$ cat src/rtl/uart_tx_engine_if.sv
// Byte-load and serial-line signals shared between a UART transmit engine and
// the bus agent that feeds it.
interface uart_tx_engine_if;
  logic       load;
  logic [7:0] data;
  logic       bit8;
  logic       parity_en;
  logic       odd_n_even;
  logic [3:0] baud_val;
  logic       tx;
  logic       tx_rdy;

  modport master (
    output load, data, bit8, parity_en, odd_n_even, baud_val,
    input  tx, tx_rdy
  );

  modport slave (
    input  load, data, bit8, parity_en, odd_n_even, baud_val,
    output tx, tx_rdy
  );
endinterface

$ cat src/rtl/uart_tx_engine.sv
// UART transmitter: start bit, 7/8 data bits LSB first, optional parity, one
// stop bit, with the bit time taken from a 4-bit baud select.
module uart_tx_engine #(
  parameter bit FAST_SIM = 1'b0
) (
  input logic             clk,
  input logic             reset,
  uart_tx_engine_if.slave bus
);

  typedef enum logic [2:0] {IDLE, START, DATA, PARITY, STOP} state_t;

  state_t      state_q, state_d;
  logic [18:0] baud_cnt_q, baud_cnt_d;
  logic [2:0]  bit_cnt_q, bit_cnt_d;
  logic [7:0]  shift_q, shift_d;
  logic        par_q, par_d;
  logic        bit8_q, bit8_d;
  logic        par_en_q, par_en_d;
  logic [3:0]  baud_q, baud_d;
  logic        tx_q, tx_d;
  logic        tx_rdy_q, tx_rdy_d;

  logic [18:0] div_last;
  logic        bit_end;
  logic [2:0]  last_bit;

  // Last count value of a bit period (divisor - 1) for the captured baud select.
  always_comb begin
    div_last = 19'd108;
    if (FAST_SIM) begin
      div_last = 19'd15;
    end else begin
      case (baud_q)
        4'd0:    div_last = 19'd333332;
        4'd1:    div_last = 19'd83332;
        4'd2:    div_last = 19'd41666;
        4'd3:    div_last = 19'd20832;
        4'd4:    div_last = 19'd10416;
        4'd5:    div_last = 19'd5207;
        4'd6:    div_last = 19'd2603;
        4'd7:    div_last = 19'd1735;
        4'd8:    div_last = 19'd867;
        4'd9:    div_last = 19'd433;
        4'd10:   div_last = 19'd216;
        default: div_last = 19'd108;
      endcase
    end
  end

  assign bit_end  = (baud_cnt_q == div_last);
  assign last_bit = bit8_q ? 3'd7 : 3'd6;

  always_comb begin
    state_d    = state_q;
    baud_cnt_d = baud_cnt_q;
    bit_cnt_d  = bit_cnt_q;
    shift_d    = shift_q;
    par_d      = par_q;
    bit8_d     = bit8_q;
    par_en_d   = par_en_q;
    baud_d     = baud_q;
    tx_d       = tx_q;
    tx_rdy_d   = tx_rdy_q;

    if (state_q == IDLE) begin
      if (bus.load) begin
        // Parity is fixed at load time so later input changes cannot disturb it.
        shift_d    = bus.data;
        par_d      = (^(bus.data & {bus.bit8, 7'h7f})) ^ bus.odd_n_even;
        bit8_d     = bus.bit8;
        par_en_d   = bus.parity_en;
        baud_d     = bus.baud_val;
        baud_cnt_d = 19'd0;
        bit_cnt_d  = 3'd0;
        tx_d       = 1'b0;
        tx_rdy_d   = 1'b0;
        state_d    = START;
      end
    end else if (!bit_end) begin
      baud_cnt_d = baud_cnt_q + 19'd1;
    end else begin
      baud_cnt_d = 19'd0;
      case (state_q)
        START: begin
          tx_d      = shift_q[0];
          bit_cnt_d = 3'd0;
          state_d   = DATA;
        end
        DATA: begin
          if (bit_cnt_q == last_bit) begin
            if (par_en_q) begin
              tx_d    = par_q;
              state_d = PARITY;
            end else begin
              tx_d    = 1'b1;
              state_d = STOP;
            end
          end else begin
            shift_d   = {1'b0, shift_q[7:1]};
            tx_d      = shift_q[1];
            bit_cnt_d = bit_cnt_q + 3'd1;
          end
        end
        PARITY: begin
          tx_d    = 1'b1;
          state_d = STOP;
        end
        STOP: begin
          tx_d     = 1'b1;
          tx_rdy_d = 1'b1;
          state_d  = IDLE;
        end
        default: begin
          tx_d     = 1'b1;
          tx_rdy_d = 1'b1;
          state_d  = IDLE;
        end
      endcase
    end
  end

  always_ff @(posedge clk) begin
    if (!reset) begin
      state_q    <= IDLE;
      baud_cnt_q <= 19'd0;
      bit_cnt_q  <= 3'd0;
      shift_q    <= 8'd0;
      par_q      <= 1'b0;
      bit8_q     <= 1'b0;
      par_en_q   <= 1'b0;
      baud_q     <= 4'd0;
      tx_q       <= 1'b1;
      tx_rdy_q   <= 1'b1;
    end else begin
      state_q    <= state_d;
      baud_cnt_q <= baud_cnt_d;
      bit_cnt_q  <= bit_cnt_d;
      shift_q    <= shift_d;
      par_q      <= par_d;
      bit8_q     <= bit8_d;
      par_en_q   <= par_en_d;
      baud_q     <= baud_d;
      tx_q       <= tx_d;
      tx_rdy_q   <= tx_rdy_d;
    end
  end

  assign bus.tx     = tx_q;
  assign bus.tx_rdy = tx_rdy_q;

endmodule

$ cat src/flat_wrapper.sv
// flat-port wrapper written by rule: the top's interface ports become plain ports
module uart_tx_engine_flat 
#(
  parameter bit FAST_SIM = 1'b0
)
  (clk, reset, bus_load, bus_data, bus_bit8, bus_parity_en, bus_odd_n_even, bus_baud_val, bus_tx, bus_tx_rdy);
  uart_tx_engine_if bus_i ();
  input logic clk;
  input logic reset;
  input wire logic [$bits(bus_i.load)-1:0] bus_load;
  input wire logic [$bits(bus_i.data)-1:0] bus_data;
  input wire logic [$bits(bus_i.bit8)-1:0] bus_bit8;
  input wire logic [$bits(bus_i.parity_en)-1:0] bus_parity_en;
  input wire logic [$bits(bus_i.odd_n_even)-1:0] bus_odd_n_even;
  input wire logic [$bits(bus_i.baud_val)-1:0] bus_baud_val;
  output wire logic [$bits(bus_i.tx)-1:0] bus_tx;
  output wire logic [$bits(bus_i.tx_rdy)-1:0] bus_tx_rdy;
  assign bus_i.load = bus_load;
  assign bus_i.data = bus_data;
  assign bus_i.bit8 = bus_bit8;
  assign bus_i.parity_en = bus_parity_en;
  assign bus_i.odd_n_even = bus_odd_n_even;
  assign bus_i.baud_val = bus_baud_val;
  assign bus_tx = bus_i.tx;
  assign bus_tx_rdy = bus_i.tx_rdy;
  uart_tx_engine #(.FAST_SIM(FAST_SIM)) u_core (.clk(clk), .reset(reset), .bus(bus_i));
endmodule
$ cat config.mk
export PLATFORM = sky130hd
export DESIGN_NAME = uart_tx_engine_flat
export DESIGN_NICKNAME = d
export VERILOG_FILES = /design/src/rtl/uart_tx_engine_if.sv /design/src/rtl/uart_tx_engine.sv /design/src/flat_wrapper.sv
export SDC_FILE = /design/constraint.sdc
export NUM_CORES = 1
export LEC_CHECK = 0
export CAP_MARGIN = 20
export CORE_MARGIN = 2
export CORE_UTILIZATION = 30
export CTS_CLUSTER_SIZE = 25
export DETAILED_ROUTE_END_ITERATION = 10
export GPL_TIMING_DRIVEN = 0
export SYNTH_ARGS = -nofsm -noshare
export SYNTH_HDL_FRONTEND = slang
export SYNTH_SLANG_ARGS = --single-unit
$ cat constraint.sdc
create_clock -name clk -period 3.2 [get_ports clk]
set_clock_uncertainty 0.1 [all_clocks]
set_input_delay 0.8 -clock clk [delete_from_list [all_inputs] [get_ports clk]]
set_output_delay 0.8 -clock clk [all_outputs]
set_load 0.05 [all_outputs]
==> reports/qor.txt, run 1 <==
=========================================================================================
Worst slew slack as a fraction of its limit                                         62.1%
Synthesized net count                                                                 391
Via count                                                                            2588
Overall global routing resource usage                                               14.0%
CTS root buffer                                                              sky130_fd_sc_hd__clkbuf_8
Largest cells by area after synthesis                                        sky130_fd_sc_hd__dfxtp_1 38%, sky130_fd_sc_hd__nand2_1 8.3%, sky130_fd_sc_hd__xnor2_1 7.5%, sky130_fd_sc_hd__mux2i_1 3.5%, sky130_fd_sc_hd__ha_1 3.2%
Kind of critical path                                                        input port to flip-flop
Transition at the pin with the smallest max-transition slack                     0.564 ns
Critical Path Start Type                                                       input port
Nature of the critical path endpoint                                            flip-flop
Setup slack of the worst register-to-register path                                0.72 ns
Commonest cells in the synthesized netlist                                   70 x sky130_fd_sc_hd__nand2_1, 60 x sky130_fd_sc_hd__dfxtp_1, 27 x sky130_fd_sc_hd__xnor2_1
Share of layout cells above drive strength 1                                        14.2%
Area of the mapped netlist                                                     3170 sq um
Number of buffers inserted by post-CTS setup repair                                     0
Multi-input gate area                                                          1790 sq um
CP Cell Sequence                                                             clkdlybuf4s50_1 -> or4b_4 -> buf_6 -> mux2_4 -> nand2_2 -> inv_1 -> ha_1 -> o21ai_1 -> a22oi_1
Time the worst path needs with I/O delays and setup                               2.99 ns
Worst setup timing slack at the placement stage                                 -0.145 ns
Y dimension of the die                                                             107 um
Clock-pin slew on the worst setup and hold paths                                  0.07 ns
Total Die Area                                                                11400 sq um
Max-slew violation count                                                                0
Outcome                                                                         completed
Filler cells                                                                         1078
Count of endpoints failing hold in the final timing report                              0
Leakage                                                                           1.46 nW
Setup tns final                                                                      0 ns
Hold-fix buffer count after cts                                                         0
Cell count after synthesis                                                            365
Via count of the first global-routing pass                                           2606
TritonCTS clock tree                                                                built
Placed Cells incl. Taps                                                               520
Final-report setup violation count                                                      0
Core Rows                                                                              37
Yosys cell types                                                                       58
Max Buffers Root-to-Sink                                                                2
Final Wtd Congestion                                                                0.857
Antenna Diode Count                                                                     0
Overall power of the completed layout                                             1.84 mW
Routed vias/inst                                                                     4.83
Leading area contributor after synthesis                                     sky130_fd_sc_hd__dfxtp_1
Highest Clock Rate                                                                334 MHz
Leftover overflow at the end of global routing                                          0
Count of antenna-violating nets left after detailed routing                             0
P per Cell Area                                                               493 nW/um^2
CP Data Arrival Time                                                              3.12 ns
Area inside the core boundary                                                 10300 sq um
Starting DRT DRC Count                                                                119
Number of cells in the finished layout apart from fillers                             536
Peak per-stage delay on the critical path                                         0.55 ns
Count of buffers from port buffering                                                   19
Final net count                                                                       421
Main flop type after synthesis                                               sky130_fd_sc_hd__dfxtp_1
Top Family by Delay on Critical Path                                         buffers and inverters
Number of levels the H-tree was split into                                              3
Maximum number of pins on one net before global-route repair                           12
Fraction of the cycle the final worst path needs                                    93.5%
Sequential cell area                                                           1200 sq um
Critical-path cell with the highest stage delay                              sky130_fd_sc_hd__clkdlybuf4s50_1
Sequential share of the synthesized area                                            37.9%
Proportion of register bits with asynchronous set or reset after synthesis             0%
Post-synthesis to final-layout area growth                                          17.7%
Wire length reported by the detailed router                                       7360 um
Crit path required time                                                           3.32 ns
Total DRC errors in the routed layout                                                   0
Setup repair after global routing missed its margin                                 false
Number of top-level design ports                                                       20
Cell with the most instances after synthesis                                 sky130_fd_sc_hd__nand2_1
Post-route cell area                                                           3730 sq um
Effective utilization at floorplan                                                  30.8%
Routed length per instance                                                        13.7 um
Peak ir drop on the vdd network                                                0.000202 V
Synthesis Warnings                                                                      0
Top fanout value on the critical path                                                  10
DP Area                                                                        3530 sq um
Global-route wire length before repair                                           12600 um
Number of flip-flops and latches in the synthesized netlist                            60
Class of the worst hold path                                                 flip-flop to flip-flop
Post-synth EDFFs                                                                        0
Antenna violations before repair                                                        0
Estimated wirelength of the detail-placed design                                  5240 um
Width of the chip                                                                  107 um
Min setup slack post-route                                                       0.207 ns
Number of max-cap violations                                                            0
Post-cts gate resize count                                                              0
Number of iterations in the first detailed-routing pass                                 4
Clock latency at the later pin of the worst-skew pair                             0.35 ns
Worst path bufs/invs                                                                    3
Total CTS buffers                                                                       9
Num Clock Sinks                                                                        60
Average cell area after synthesis                                              8.68 sq um
Post-synth top area share                                                           37.9%
=========================================================================================
-- worst register-to-register path: cells and delay by family, from the launching register on --
kind,cells,cell delay (ns)
AND/OR/NAND/NOR,2,0.75
buffers and inverters,3,0.44
flip-flops,1,0.31
multiplexers,1,0.29
adder cells (fa/ha/maj),1,0.24
AO/OA/AOI/OAI,2,0.23
-- cell usage in the layout (no fill, tap or decap), types with 3 or more instances in the layout --
master / count
sky130_fd_sc_hd__a21oi_1: 10
sky130_fd_sc_hd__and2_1: 4
sky130_fd_sc_hd__nand2_1: 70
sky130_fd_sc_hd__clkdlybuf4s50_1: 19
sky130_fd_sc_hd__nand2_4: 3
sky130_fd_sc_hd__clkbuf_1: 6
sky130_fd_sc_hd__a22oi_1: 3
sky130_fd_sc_hd__inv_1: 11
sky130_fd_sc_hd__nand4_1: 11
sky130_fd_sc_hd__and3_2: 4
sky130_fd_sc_hd__nor2_1: 25
sky130_fd_sc_hd__o21ai_1: 3
sky130_fd_sc_hd__xnor2_1: 27
sky130_fd_sc_hd__o211ai_1: 4
sky130_fd_sc_hd__o21ai_0: 11
sky130_fd_sc_hd__mux2_4: 4
sky130_fd_sc_hd__nor3_2: 3
sky130_fd_sc_hd__buf_6: 6
sky130_fd_sc_hd__o31ai_1: 6
sky130_fd_sc_hd__nor3_1: 5
sky130_fd_sc_hd__dfxtp_1: 60
sky130_fd_sc_hd__a21boi_0: 4
sky130_fd_sc_hd__mux2i_1: 11
sky130_fd_sc_hd__nand3_1: 12
sky130_fd_sc_hd__buf_2: 4
sky130_fd_sc_hd__clkbuf_8: 10
sky130_fd_sc_hd__ha_1: 8
sky130_fd_sc_hd__xor2_1: 11
-- cell families after synthesis --
group	share of synthesized area (%)
compound gates	12.2
xor+xnor	10.5
fa+ha+maj	3.16
buf+inv	5.57
flops	37.9
mux	5.37
simple gates	25.3
-- final cells by class --
class | count | share of cell area, %
Buffer | 19 | 3.42
Multi-Input combinational cell | 273 | 48.0
Sequential cell | 60 | 32.2
Clock buffer | 10 | 3.69
Timing Repair Buffer | 19 | 5.10
Clock inverter | 6 | 1.71
Inverter | 13 | 1.31
Tap cell | 136 | 4.56
-- path summary, 6_finish.rpt --
check                            startpoint                              to  cells after the start
min          u_core.shift_q[2]$_SDFFE_PN0P_  u_core.shift_q[2]$_SDFFE_PN0P_                      2
min reg2reg  u_core.shift_q[2]$_SDFFE_PN0P_  u_core.shift_q[2]$_SDFFE_PN0P_                      2
max reg2reg  u_core.state_q[2]$_SDFFE_PN0P_      u_core.div_last[5]$_DFF_P_                      9
max                                bus_load      u_core.div_last[5]$_DFF_P_                      9
-- registers in the layout, summed over array words and instances, names as in the netlist, 3 cells and up --
register           flops
u_core.baud_cnt_q     19
u_core.baud_q          4
u_core.bit_cnt_q       3
u_core.div_last       18
u_core.shift_q         8
u_core.state_q         3
-- layer usage --
layer	wire (um)	global-route usage (%)	vias to the layer above
met4	166	6.68	0
met2	3300	21.4	58
met1	3500	18.1	1195
li1	-	-	1318
met5	0	0	-
met3	391	4.01	17
-- per-stage QoR --
step                      utilization [%]  hold slack [ns]
after floorplan                         -            0.331
after global placement               34.3            0.347
after detailed placement             34.3            0.354
final                                36.3            0.361
after CTS                            36.3            0.365
after global routing                 36.3            0.384
-- report_power, final --
part           internal [mW]  switching [mW]
clock network          0.379           0.315
registers              0.802          0.0309
logic                  0.138           0.172
total                   1.32           0.518
(Power assumes the default switching activity.)
==> run 2: changes to the inputs <==
Settings changed: CORE_UTILIZATION 30 to 55, PLACE_DENSITY set to 0.75.
==> run 2 against run 1 <==
  * First-iteration DRC count increased by 34%
  * Fmax rose by 0.85%
  * Critical path type unchanged
  * Final cell count shrank 12%
  * Sequential share of layout area increased by 0.56 points
==> reports/qor.txt, run 2 (synthesis gave the netlist of run 1 again) <==
============================================================================
Outcome                                                            completed
Leakage                                                              1.47 nW
Total Die Area                                                    6380 sq um
Highest Clock Rate                                                   337 MHz
Count of endpoints failing hold in the final timing report                 0
Count of antenna-violating nets left after detailed routing                0
Critical Path Start Type                                          input port
Max Buffers Root-to-Sink                                                   2
Setup slack of the worst register-to-register path                   0.75 ns
Nature of the critical path endpoint                               flip-flop
TritonCTS clock tree                                                   built
P per Cell Area                                                  513 nW/um^2
Crit path required time                                              3.31 ns
Flip-flop count of the largest register after layout                      19
Final Wtd Congestion                                                   0.850
DP Area                                                           3450 sq um
Time the worst path needs with I/O delays and setup                  2.97 ns
Final-report setup violation count                                         0
Clock-pin slew on the worst setup and hold paths                     0.07 ns
Y dimension of the die                                               79.9 um
Setup repair after global routing missed its margin                    false
Min setup slack post-route                                          0.232 ns
Clock latency at the later pin of the worst-skew pair                0.34 ns
Number of buffers inserted by post-CTS setup repair                        0
Number of levels the H-tree was split into                                 3
Transition at the pin with the smallest max-transition slack        0.524 ns
Starting DRT DRC Count                                                   159
Width of the chip                                                    79.9 um
Top fanout value on the critical path                                     10
Worst slew slack as a fraction of its limit                            64.8%
Post-cts gate resize count                                                 0
Leftover overflow at the end of global routing                             0
Antenna Diode Count                                                        0
Hold-fix buffer count after cts                                            0
Highest-count cells in the layout ignoring fill and taps        70 x sky130_fd_sc_hd__nand2_1, 60 x sky130_fd_sc_hd__dfxtp_1, 27 x sky130_fd_sc_hd__xnor2_1
Total CTS buffers                                                          9
Share of layout cells above drive strength 1                           13.8%
Wire length reported by the detailed router                          6930 um
Post-synthesis to final-layout area growth                             15.7%
Kind of critical path                                           input port to flip-flop
Antenna violations before repair                                           0
Worst setup timing slack at the placement stage                   -0.0920 ns
CP Data Arrival Time                                                 3.08 ns
Effective utilization at floorplan                                     57.2%
Maximum number of pins on one net before global-route repair              11
Total DRC errors in the routed layout                                      0
Register with the highest flop count                            u_core.baud_cnt_q
Estimated wirelength of the detail-placed design                     4980 um
Filler cells                                                             494
Most common library cell in the layout ignoring fill and taps   sky130_fd_sc_hd__nand2_1
Overall power of the completed layout                                1.88 mW
Post-route cell area                                              3670 sq um
Class of the worst hold path                                    flip-flop to flip-flop
Overall global routing resource usage                                  23.4%
Routed length per instance                                           14.7 um
Area inside the core boundary                                     5540 sq um
Final net count                                                          421
Peak ir drop on the vdd network                                   0.000303 V
Count of buffers from port buffering                                      19
CTS root buffer                                                 sky130_fd_sc_hd__clkbuf_8
Core Rows                                                                 27
Number of iterations in the first detailed-routing pass                    4
Num Clock Sinks                                                           60
Fraction of the cycle the final worst path needs                       92.8%
Number of max-cap violations                                               0
Max-slew violation count                                                   0
Via count                                                               2572
Number of top-level design ports                                          20
End-of-flow core utilization                                           66.2%
Global-route wire length before repair                              11400 um
Routed vias/inst                                                        5.45
Via count of the first global-routing pass                              2399
============================================================================
[run 2: cell types whose count changed in the layout (fill, tap and decap cells not counted)]
cell,previous run,this run
sky130_fd_sc_hd__bufinv_16,1,2
sky130_fd_sc_hd__clkbuf_1,6,8
sky130_fd_sc_hd__clkinv_2,2,1
sky130_fd_sc_hd__clkinv_4,1,0
sky130_fd_sc_hd__clkinvlp_4,2,1
[run 2: metal layers]
| layer | routed length, um | global-route usage (%) |
|---|---|---|
| met3 | 272 | 4.86 |
| met5 | 0 | 0 |
| met4 | 198 | 12.4 |
| met2 | 3310 | 38.1 |
| met1 | 3150 | 29.0 |
[run 2: final cells by class]
| class | count | area (sq um) | share of cell area [%] |
|---|---|---|---|
| Clock inverter | 4 | 72.6 | 1.98 |
| Timing Repair Buffer | 19 | 190 | 5.19 |
| Clock buffer | 12 | 145 | 3.96 |
| Tap cell | 72 | 90.1 | 2.46 |
| Inverter | 13 | 48.8 | 1.33 |
| Sequential cell | 60 | 1200 | 32.8 |
| Multi-Input combinational cell | 273 | 1790 | 48.8 |
| Buffer | 19 | 128 | 3.48 |
[run 2: per-stage QoR]
step	hold slack, ns	cells	setup TNS, ns
detailed placement	0.356	456	-0.174
global route	0.388	472	0
finish	0.363	472	0
CTS	0.369	472	0
global placement	0.347	456	-0.175
floorplan	0.331	365	0
[run 2: path summary, 6_finish.rpt]
kind	startpoint	end	cells after the start
worst max-delay path	bus_load	u_core.div_last[5]$_DFF_P_	9
worst min-delay path	u_core.shift_q[7]$_SDFFE_PN0P_	u_core.shift_q[7]$_SDFFE_PN0P_	2
worst max register to register	u_core.state_q[2]$_SDFFE_PN0P_	u_core.div_last[5]$_DFF_P_	9
worst min register to register	u_core.shift_q[7]$_SDFFE_PN0P_	u_core.shift_q[7]$_SDFFE_PN0P_	2
[run 2: where the power goes]
| part | switching, mW | internal [mW] | leakage [nW] | total (mW) |
|---|---|---|---|---|
| combinational | 0.169 | 0.138 | 0.874 | 0.307 |
| clock | 0.281 | 0.459 | 0.107 | 0.740 |
| sequential | 0.0310 | 0.802 | 0.491 | 0.833 |
| total | 0.481 | 1.40 | 1.47 | 1.88 |
[run 2: worst max-delay path, stage by stage]
cell and delay (ns):
sky130_fd_sc_hd__clkdlybuf4s50_1 0.55, sky130_fd_sc_hd__or4b_4 0.49, sky130_fd_sc_hd__buf_6 0.15, sky130_fd_sc_hd__mux2_4 0.30, sky130_fd_sc_hd__nand2_2 0.18, sky130_fd_sc_hd__inv_1 0.14, sky130_fd_sc_hd__ha_1 0.24, sky130_fd_sc_hd__o21ai_1 0.15
sky130_fd_sc_hd__a22oi_1 0.08
==> run 3: changes to the inputs <==
Settings changed: CTS_CLUSTER_SIZE 25 to not set, SKIP_LAST_GASP set to 1.
Clock period 3.2 ns to 2.8 ns, I/O delays scaled along.
==> run 3 against run 2 <==
  * Via count is 1.4% higher
  * Wire length is 0.85% higher
  * Worst setup slack got worse by 0.038 ns
  * Utilization is 0.41 points higher
  * Combinational power up 17%
  * Clock-buffer cell count unchanged
  * Die area did not move
==> reports/qor.txt, run 3 (synthesis gave the netlist of run 1 again) <==
============================================================================
Outcome                                                            completed
Max-slew violation count                                                   0
Number of cells in the finished layout apart from fillers                474
Filler cells                                                             488
Maximum number of pins on one net before global-route repair              11
Number of iterations in the first detailed-routing pass                    5
Class of the worst hold path                                    flip-flop to flip-flop
Max Buffers Root-to-Sink                                                   2
Post-synthesis to final-layout area growth                             16.4%
Routed vias/inst                                                        5.50
Fraction of the cycle the final worst path needs                       93.1%
Highest-count cells in the layout ignoring fill and taps        70 x sky130_fd_sc_hd__nand2_1, 60 x sky130_fd_sc_hd__dfxtp_1, 27 x sky130_fd_sc_hd__xnor2_1
Highest Clock Rate                                                   384 MHz
Time the worst path needs with I/O delays and setup                  2.61 ns
Area inside the core boundary                                     5540 sq um
Via count of the first global-routing pass                              2417
Number of max-cap violations                                               0
Placed Cells incl. Taps                                                  456
Starting DRT DRC Count                                                   166
Kind of critical path                                           input port to flip-flop
Worst slew slack as a fraction of its limit                            64.7%
Overall power of the completed layout                                2.16 mW
Estimated wirelength of the detail-placed design                     4980 um
CTS root buffer                                                 sky130_fd_sc_hd__clkbuf_8
Leakage                                                              1.48 nW
Final Wtd Congestion                                                   0.850
Clock-pin slew on the worst setup and hold paths                     0.07 ns
Register with the highest flop count                            u_core.baud_cnt_q
Width of the chip                                                    79.9 um
Overall global routing resource usage                                  23.6%
Nature of the critical path endpoint                               flip-flop
Share of layout cells above drive strength 1                           14.4%
Setup repair after global routing missed its margin                    false
P per Cell Area                                                  585 nW/um^2
Number of levels the H-tree was split into                                 3
Total Die Area                                                    6380 sq um
Total CTS buffers                                                          9
Top fanout value on the critical path                                      8
Effective utilization at floorplan                                     57.2%
CP Data Arrival Time                                                 2.71 ns
TritonCTS clock tree                                                   built
Peak ir drop on the vdd network                                   0.000349 V
Flip-flop count of the largest register after layout                      19
Number of top-level design ports                                          20
Final net count                                                          423
Crit path required time                                              2.91 ns
Routed length per instance                                           14.7 um
Num Clock Sinks                                                           60
Transition at the pin with the smallest max-transition slack        0.525 ns
Wire length reported by the detailed router                          6990 um
Via count                                                               2609
Global-route wire length before repair                              11500 um
Most common library cell in the layout ignoring fill and taps   sky130_fd_sc_hd__nand2_1
Critical Path Start Type                                          input port
Antenna Diode Count                                                        0
Leftover overflow at the end of global routing                             0
Y dimension of the die                                               79.9 um
Total DRC errors in the routed layout                                      0
Final-report setup violation count                                         0
Count of buffers from port buffering                                      19
Count of antenna-violating nets left after detailed routing                0
Clock latency at the later pin of the worst-skew pair                0.34 ns
Count of endpoints failing hold in the final timing report                 0
Antenna violations before repair                                           0
Core Rows                                                                 27
============================================================================
run 3: cell count changes in the layout (fill, tap and decap cells not counted):
cell and delta:
sky130_fd_sc_hd__inv_1 -1, sky130_fd_sc_hd__dlygate4sd2_1 +1, sky130_fd_sc_hd__clkdlybuf4s50_1 -1, sky130_fd_sc_hd__clkinvlp_4 +1
sky130_fd_sc_hd__buf_4 +2, sky130_fd_sc_hd__nand2_4 +1, sky130_fd_sc_hd__nand2_2 -1
run 3: what timing repair did:
item                       in CTS  in global routing
setup endpoints to repair       1                  0
hold buffers                    0                  0
gates resized for setup         3                  0
setup buffers                   2                  0
run 3: metal layers:
metal | global-route usage (%) | routed length (um) | share of wire, % | vias to the layer above
li1 | - | - | - | 1317
met1 | 28.6 | 3100 | 44 | 1205
met2 | 39.0 | 3360 | 48 | 68
met3 | 4.86 | 333 | 4.8 | 19
met4 | 12.4 | 201 | 2.9 | 0
met5 | 0 | 0 | 0 | -
run 3: path summary, 6_finish.rpt:
path                                                     start                             end  slack [ns]  depth (start not counted)
worst max register to register  u_core.state_q[2]$_SDFFE_PN0P_      u_core.div_last[5]$_DFF_P_        0.34                          9
worst min-delay path            u_core.shift_q[7]$_SDFFE_PN0P_  u_core.shift_q[7]$_SDFFE_PN0P_        0.36                          2
worst max-delay path                                  bus_load      u_core.div_last[5]$_DFF_P_        0.19                          9
worst min register to register  u_core.shift_q[7]$_SDFFE_PN0P_  u_core.shift_q[7]$_SDFFE_PN0P_        0.36                          2
run 3: per-stage QoR:
step	hold WS [ns]	utilization (%)	worst slack (ns)	instance area, sq um	TNS [ns]
floorplan	0.331	-	0.352	3170	0
global placement	0.347	62.2	-0.397	3450	-4.42
detailed placement	0.356	62.2	-0.392	3450	-4.46
CTS	0.369	66.6	0.260	3690	0
global route	0.388	66.6	0.117	3690	0
finish	0.363	66.6	0.193	3690	0
run 3: worst max-delay path, stage by stage:
cell	delay, ns
sky130_fd_sc_hd__dlygate4sd2_1	0.28
sky130_fd_sc_hd__or4b_4	0.49
sky130_fd_sc_hd__buf_6	0.15
sky130_fd_sc_hd__mux2_4	0.30
sky130_fd_sc_hd__nand2_4	0.14
sky130_fd_sc_hd__clkinvlp_4	0.16
sky130_fd_sc_hd__ha_1	0.22
sky130_fd_sc_hd__o21ai_1	0.16
sky130_fd_sc_hd__a22oi_1	0.10
run 3: power breakdown:
part	internal (mW)	switching, mW
logic	0.161	0.197
clock network	0.524	0.324
registers	0.917	0.0352
total	1.60	0.556
run 3: final cells by class:
cell class | instances | area, sq um | share of cell area [%]
timing repair buffer | 21 | 204 | 5.53
clock buffer | 12 | 145 | 3.93
inverter | 13 | 52.6 | 1.42
buffer | 19 | 128 | 3.46
multi-input combinational | 273 | 1800 | 48.7
tap | 72 | 90.1 | 2.44
sequential | 60 | 1200 | 32.6
clock inverter | 4 | 72.6 | 1.97
